`src/rtl/uart_pkg.sv`:
```
// Shared UART definitions: receiver state encoding, frame width and a clog2
// helper usable for counter sizing on both the rx and tx sides.
package uart_pkg;

   localparam int UART_DATA_BITS = 8;

   typedef enum logic [2:0] {
      IDLE   = 3'd0,
      START  = 3'd1,
      DATA   = 3'd2,
      PARITY = 3'd3,
      STOP   = 3'd4,
      BREAK  = 3'd5
   } uart_state_t;

   function automatic int uart_clog2(input int value);
      int r_bits;
      int r_rem;
      r_bits = 0;
      r_rem  = value - 1;
      while (r_rem > 0) begin
         r_bits++;
         r_rem = r_rem >> 1;
      end
      return r_bits;
   endfunction

endpackage

```
`src/rtl/uart_sync2.sv`:
```
// Two-flop synchroniser for the asynchronous serial line; resets to the idle
// (high) level so a reset never looks like a start bit.
module uart_sync2 (
   input  logic clk,
   input  logic rst,
   input  logic d,
   output logic q
);

   logic r_meta;
   logic r_q;

   always_ff @(posedge clk or posedge rst) begin
      if (rst) begin
         r_meta <= 1'b1;
         r_q    <= 1'b1;
      end else begin
         r_meta <= d;
         r_q    <= r_meta;
      end
   end

   assign q = r_q;

endmodule

```
`src/rtl/uart_rx.sv`:
```
// 8N1 UART receiver with mid-bit sampling, framing-error strobe and break hold-off.
// Define UART_RX_PARITY_EN for 8E1 frames and the rx_parity_err output.
//
// state  | meaning
// IDLE   | line idle, waiting for a low synchronised sample
// START  | confirm start bit at its middle, else reject as glitch
// DATA   | sample 8 data bits at mid-bit, LSB first
// PARITY | sample even-parity bit (parity build only)
// STOP   | sample stop bit; high -> byte out, low -> framing error
// BREAK  | line held low after a bad stop bit; wait for it to go high
module uart_rx
   import uart_pkg::*;
#(
   parameter int CLK_FREQ  = 50000000,
   parameter int BAUD_RATE = 9600
) (
   input  logic                      clk,
   input  logic                      rst,
   input  logic                      rx_in,
   output logic [UART_DATA_BITS-1:0] rx_data,
   output logic                      rx_valid,
   output logic                      rx_frame_err,
`ifdef UART_RX_PARITY_EN
   output logic                      rx_parity_err,
`endif
   output logic                      rx_busy
);

   localparam int CLKS_PER_BIT = CLK_FREQ / BAUD_RATE;
   localparam int CNT_W        = uart_clog2(CLKS_PER_BIT);

   localparam logic [CNT_W-1:0] HALF_CNT = CNT_W'(CLKS_PER_BIT / 2 - 1);
   localparam logic [CNT_W-1:0] LAST_CNT = CNT_W'(CLKS_PER_BIT - 1);
   localparam logic [2:0]       LAST_BIT = 3'(UART_DATA_BITS - 1);

   logic                      w_rx_s;

   uart_state_t               r_state;
   uart_state_t               w_state_nxt;
   logic [CNT_W-1:0]          r_cnt;
   logic [CNT_W-1:0]          w_cnt_nxt;
   logic [2:0]                r_bit_idx;
   logic [2:0]                w_bit_idx_nxt;
   logic [UART_DATA_BITS-1:0] r_shift;
   logic [UART_DATA_BITS-1:0] w_shift_nxt;
   logic [UART_DATA_BITS-1:0] r_data;
   logic [UART_DATA_BITS-1:0] w_data_nxt;
   logic                      r_valid;
   logic                      w_valid_nxt;
   logic                      r_ferr;
   logic                      w_ferr_nxt;
`ifdef UART_RX_PARITY_EN
   logic                      r_par_bad;
   logic                      w_par_bad_nxt;
   logic                      r_perr;
   logic                      w_perr_nxt;
`endif

   uart_sync2 u_sync (
      .clk (clk),
      .rst (rst),
      .d   (rx_in),
      .q   (w_rx_s)
   );

   always_ff @(posedge clk or posedge rst) begin
      if (rst) begin
         r_state   <= IDLE;
         r_cnt     <= '0;
         r_bit_idx <= '0;
         r_shift   <= '0;
         r_data    <= '0;
         r_valid   <= 1'b0;
         r_ferr    <= 1'b0;
`ifdef UART_RX_PARITY_EN
         r_par_bad <= 1'b0;
         r_perr    <= 1'b0;
`endif
      end else begin
         r_state   <= w_state_nxt;
         r_cnt     <= w_cnt_nxt;
         r_bit_idx <= w_bit_idx_nxt;
         r_shift   <= w_shift_nxt;
         r_data    <= w_data_nxt;
         r_valid   <= w_valid_nxt;
         r_ferr    <= w_ferr_nxt;
`ifdef UART_RX_PARITY_EN
         r_par_bad <= w_par_bad_nxt;
         r_perr    <= w_perr_nxt;
`endif
      end
   end

   always_comb begin
      w_state_nxt   = r_state;
      w_cnt_nxt     = r_cnt + CNT_W'(1);
      w_bit_idx_nxt = r_bit_idx;
      w_shift_nxt   = r_shift;
      w_data_nxt    = r_data;
      w_valid_nxt   = 1'b0;
      w_ferr_nxt    = 1'b0;
`ifdef UART_RX_PARITY_EN
      w_par_bad_nxt = r_par_bad;
      w_perr_nxt    = 1'b0;
`endif
      case (r_state)
         IDLE: begin
            w_cnt_nxt = '0;
            if (!w_rx_s) begin
               w_state_nxt = START;
            end
         end
         START: begin
            if (r_cnt == HALF_CNT) begin
               w_cnt_nxt     = '0;
               w_bit_idx_nxt = '0;
               w_state_nxt   = w_rx_s ? IDLE : DATA;
            end
         end
         DATA: begin
            if (r_cnt == LAST_CNT) begin
               w_cnt_nxt     = '0;
               w_shift_nxt   = {w_rx_s, r_shift[UART_DATA_BITS-1:1]};
               w_bit_idx_nxt = r_bit_idx + 3'd1;
               if (r_bit_idx == LAST_BIT) begin
`ifdef UART_RX_PARITY_EN
                  w_state_nxt = PARITY;
`else
                  w_state_nxt = STOP;
`endif
               end
            end
         end
`ifdef UART_RX_PARITY_EN
         PARITY: begin
            if (r_cnt == LAST_CNT) begin
               w_cnt_nxt     = '0;
               w_par_bad_nxt = (^r_shift) ^ w_rx_s;
               w_state_nxt   = STOP;
            end
         end
`endif
         STOP: begin
            // IDLE is re-entered at mid-stop so a following start edge is not missed
            if (r_cnt == LAST_CNT) begin
               w_cnt_nxt = '0;
               if (w_rx_s) begin
                  w_data_nxt  = r_shift;
                  w_valid_nxt = 1'b1;
`ifdef UART_RX_PARITY_EN
                  w_perr_nxt  = r_par_bad;
`endif
                  w_state_nxt = IDLE;
               end else begin
                  w_ferr_nxt  = 1'b1;
                  w_state_nxt = BREAK;
               end
            end
         end
         BREAK: begin
            w_cnt_nxt = '0;
            if (w_rx_s) begin
               w_state_nxt = IDLE;
            end
         end
         default: begin
            w_cnt_nxt   = '0;
            w_state_nxt = IDLE;
         end
      endcase
   end

   assign rx_data      = r_data;
   assign rx_valid     = r_valid;
   assign rx_frame_err = r_ferr;
   assign rx_busy      = (r_state != IDLE);
`ifdef UART_RX_PARITY_EN
   assign rx_parity_err = r_perr;
`endif

endmodule

```
`config.mk`:
```
export PLATFORM = sky130hd
export DESIGN_NAME = uart_rx
export DESIGN_NICKNAME = d
export VERILOG_FILES = /design/src/rtl/uart_pkg.sv /design/src/rtl/uart_sync2.sv /design/src/rtl/uart_rx.sv
export SDC_FILE = /design/constraint.sdc
export NUM_CORES = 1
export LEC_CHECK = 0
export CORE_MARGIN = 3
export CORE_UTILIZATION = 39
export CTS_CLUSTER_SIZE = 14
export DETAILED_ROUTE_END_ITERATION = 8
export PLACE_DENSITY = 0.57
export SYNTH_ARGS = -nofsm -noshare
export SYNTH_HDL_FRONTEND = slang
export SYNTH_SLANG_ARGS = --single-unit
export TNS_END_PERCENT = 50
```
`constraint.sdc`:
```
create_clock -name clk -period 3 [get_ports clk]
set_input_delay 0.3 -clock clk [delete_from_list [all_inputs] [get_ports clk]]
set_output_delay 0.3 -clock clk [all_outputs]
set_load 0.1 [all_outputs]
```
==> metrics <==
outcome=complete, no violations; Worst setup EP type=output pin; vias in the first global route=1185; CP Class=reg -> out; Setup TNS=0 ns; worst path cell trace=clkdlybuf4s50_1; CP Buf/Inv Count=1; minimum clock period=2.076 ns; I/O pins=14; Syn Area/Cell=12.22 um2; Post-synth EDFFs=0; Final Max Tran Viols=0; Avg WL per Cell=13.80 um; Net Sw Power=0.2051 mW; Buffers on Ports=13; core outline area=4414 um2; Yosys cell types=38; Static Leak=0.9459 nW; detailed-route via count=1165; Seq pwr share=0.538; average via count per standard cell=5.344; ys async rst share=1.000; H-tree levels=2; worst relative slew slack=0.3549; Yosys top cell by area=dfrtp_1; top_reg_cell synth=dfrtp_1; Ys Warns=0; CTS tree=built; clk_skew=0.01063 ns; Hold-fix buffers, CTS=0; Comb pwr share=0.014; PwrDens=476.5 nW/um2; Max stage delay on crit path=1.13 ns; area delta synth->final=14.19%; Hold/Removal Path Class=in -> async; 1st-pass router iterations=4; post_cts resized=0; total clock sinks=39; Clock Power Share=0.448; slowest library cell on the worst path=clkdlybuf4s50_1; RSZ-0062 raised after global routing=false; Antenna Nets Post-Route=0; syn_nets=154; count of state elements after synthesis=39; die height=74.09 um; Final HPWL DP=2.134 mm; Worst VDD drop=0.2310 mV; Syn Inst Count=148; CTS max path bufs=2; die width=74.09 um; 1st-iter DRT viols=87; CP Launch Type=flip-flop; Yosys top cell area share=0.5121; largest cells by area after synthesis=dfrtp_1 (51%), mux2_4 (6.6%), mux2_2 (5.0%); final setup violation count=0; Clk Latency, worst-skew pair=0.30 ns; most frequent cell after synthesis=dfrtp_1; CP max FO=2; first-pass GRT wire length=5.375 mm; residual DRC count=0; root buf cell=clkbuf_8; row count=24; post-synthesis sequential area ratio=0.5412; layout cell share with drive strength beyond 1=0.2289; gr usage total=0.1295; Pwr Total=0.9838 mW; Mapped Area=1808 um2; Layout Nets=171; Detailed Route WL=3.009 mm; Final Hold Vio Count=0; Inserted Clock Buffers=5; Crit path max-delay family=buffers and inverters; clock-pin slew on the worst setup and hold paths=0.08 ns; Worst-Margin Slew=0.9646 ns; crit path DAT=1.78 ns; post-CTS setup buffers=0; Worst Path Required=2.70 ns; grt total ovfl=0; Period Utilization, post-route=0.6922; Die Area=5489 um2; Initial Util=0.4096; max frequency=481.6 MHz; max_cap viols=0; Inserted Diodes=0; Switching Fraction=0.2085; internal power=0.7787 mW; GPL Wtd Cong=0.8132; top cells by instance count after synthesis=dfrtp_1 (37), nor2_1 (16), nand3_1 (9), mux2_2 (8), mux2_4 (8); initial antenna violation count=0; largest net degree at the start of global routing=26
[cells by family (layout without fill, tap and decap cells)]
logic type                 Yosys count  count (layout)  synth area share
adders and majority gates            3               3           0.02076
DFF                                 39              39            0.5412
xor gates and xnor gates            11              11           0.05329
muxes                               16              16            0.1163
buffers and inverters                7              25           0.03183
and+or+nand+nor                     60              60            0.1931
AOI/OAI and AO/OA                   12              12           0.04360
[power groups by stage]
stage / sequential (mW) / combinational, mW / clock, mW
after global routing: 0.530 / 0.0163 / 0.474
after detailed placement: 0.540 / 0.0146 / 0
after global placement: 0.540 / 0.0139 / 0
after floorplan: 0.539 / 0.00785 / 0
final: 0.530 / 0.0134 / 0.441
after CTS: 0.530 / 0.0146 / 0.453
[stage by stage]
step	utilization	hold WS, ns	setup slack, ns	area [um2]	std cells
after floorplan	-	0.3045	1.188	1808	148
after CTS	0.4677	0.3581	0.9101	2064	218
after detailed placement	0.4422	0.3551	1.015	1952	210
final	0.4677	0.3336	0.9235	2064	218
after global routing	0.4677	0.3737	0.8574	2064	218
after global placement	0.4422	0.3468	1.056	1952	210
[registers in the layout, indices dropped and copies added, names as in the netlist]
signal and count:
r_cnt 13, r_shift 8, rx_data 8, r_bit_idx 3, r_state 3, rx_frame_err 1, rx_valid 1, u_sync.q 1
u_sync.r_meta 1
[metal layers]
metal,part of all wire,up-vias,track usage
li1,-,554,-
met1,0.48,590,0.1671
met2,0.47,17,0.1988
met3,0.037,4,0.04459
met4,0.015,0,0.05433
met5,0,-,0
[cell type report]
cell class / count / area [um2]
flip-flops and latches: 39 / 978.4
inverters: 3 / 11.26
multi-input cells: 102 / 772.0
fillers: 398 / 2350
repair buffers: 14 / 125.1
clock inverters: 3 / 43.79
well taps: 52 / 65.06
clock buffers: 5 / 68.82
[path summary, 6_finish.rpt]
kind | from | end | slack, ns | cells after the start
setup / recovery | rx_data[7] | rx_data[7] | 0.92 | 1
max in group asynchronous | rst | r_cnt[0] | 1.94 | 3
hold reg to reg | u_sync.r_meta | u_sync.q | 0.36 | 0
setup reg to reg | r_cnt[0] | r_shift[5] | 1.02 | 5
min in group clk | u_sync.r_meta | u_sync.q | 0.36 | 0
hold / removal | rst | r_bit_idx[1] | 0.33 | 2
[placed cells by master, fill, tap and decap left out, types with 2 or more instances in the layout]
cell / instances
o21ai_0: 6
nand4_1: 4
nor4_1: 2
and4_1: 3
clkbuf_8: 5
nor2_1: 16
mux2_2: 8
nor3_1: 3
xnor2_1: 5
dfrtp_1: 37
inv_1: 3
nand2_1: 7
mux2_4: 8
buf_4: 6
ha_1: 3
nand3_1: 9
nand2b_1: 3
and3_1: 2
dfstp_2: 2
clkdlybuf4s50_1: 8
xor2_1: 6
(Power assumes the default switching activity.)
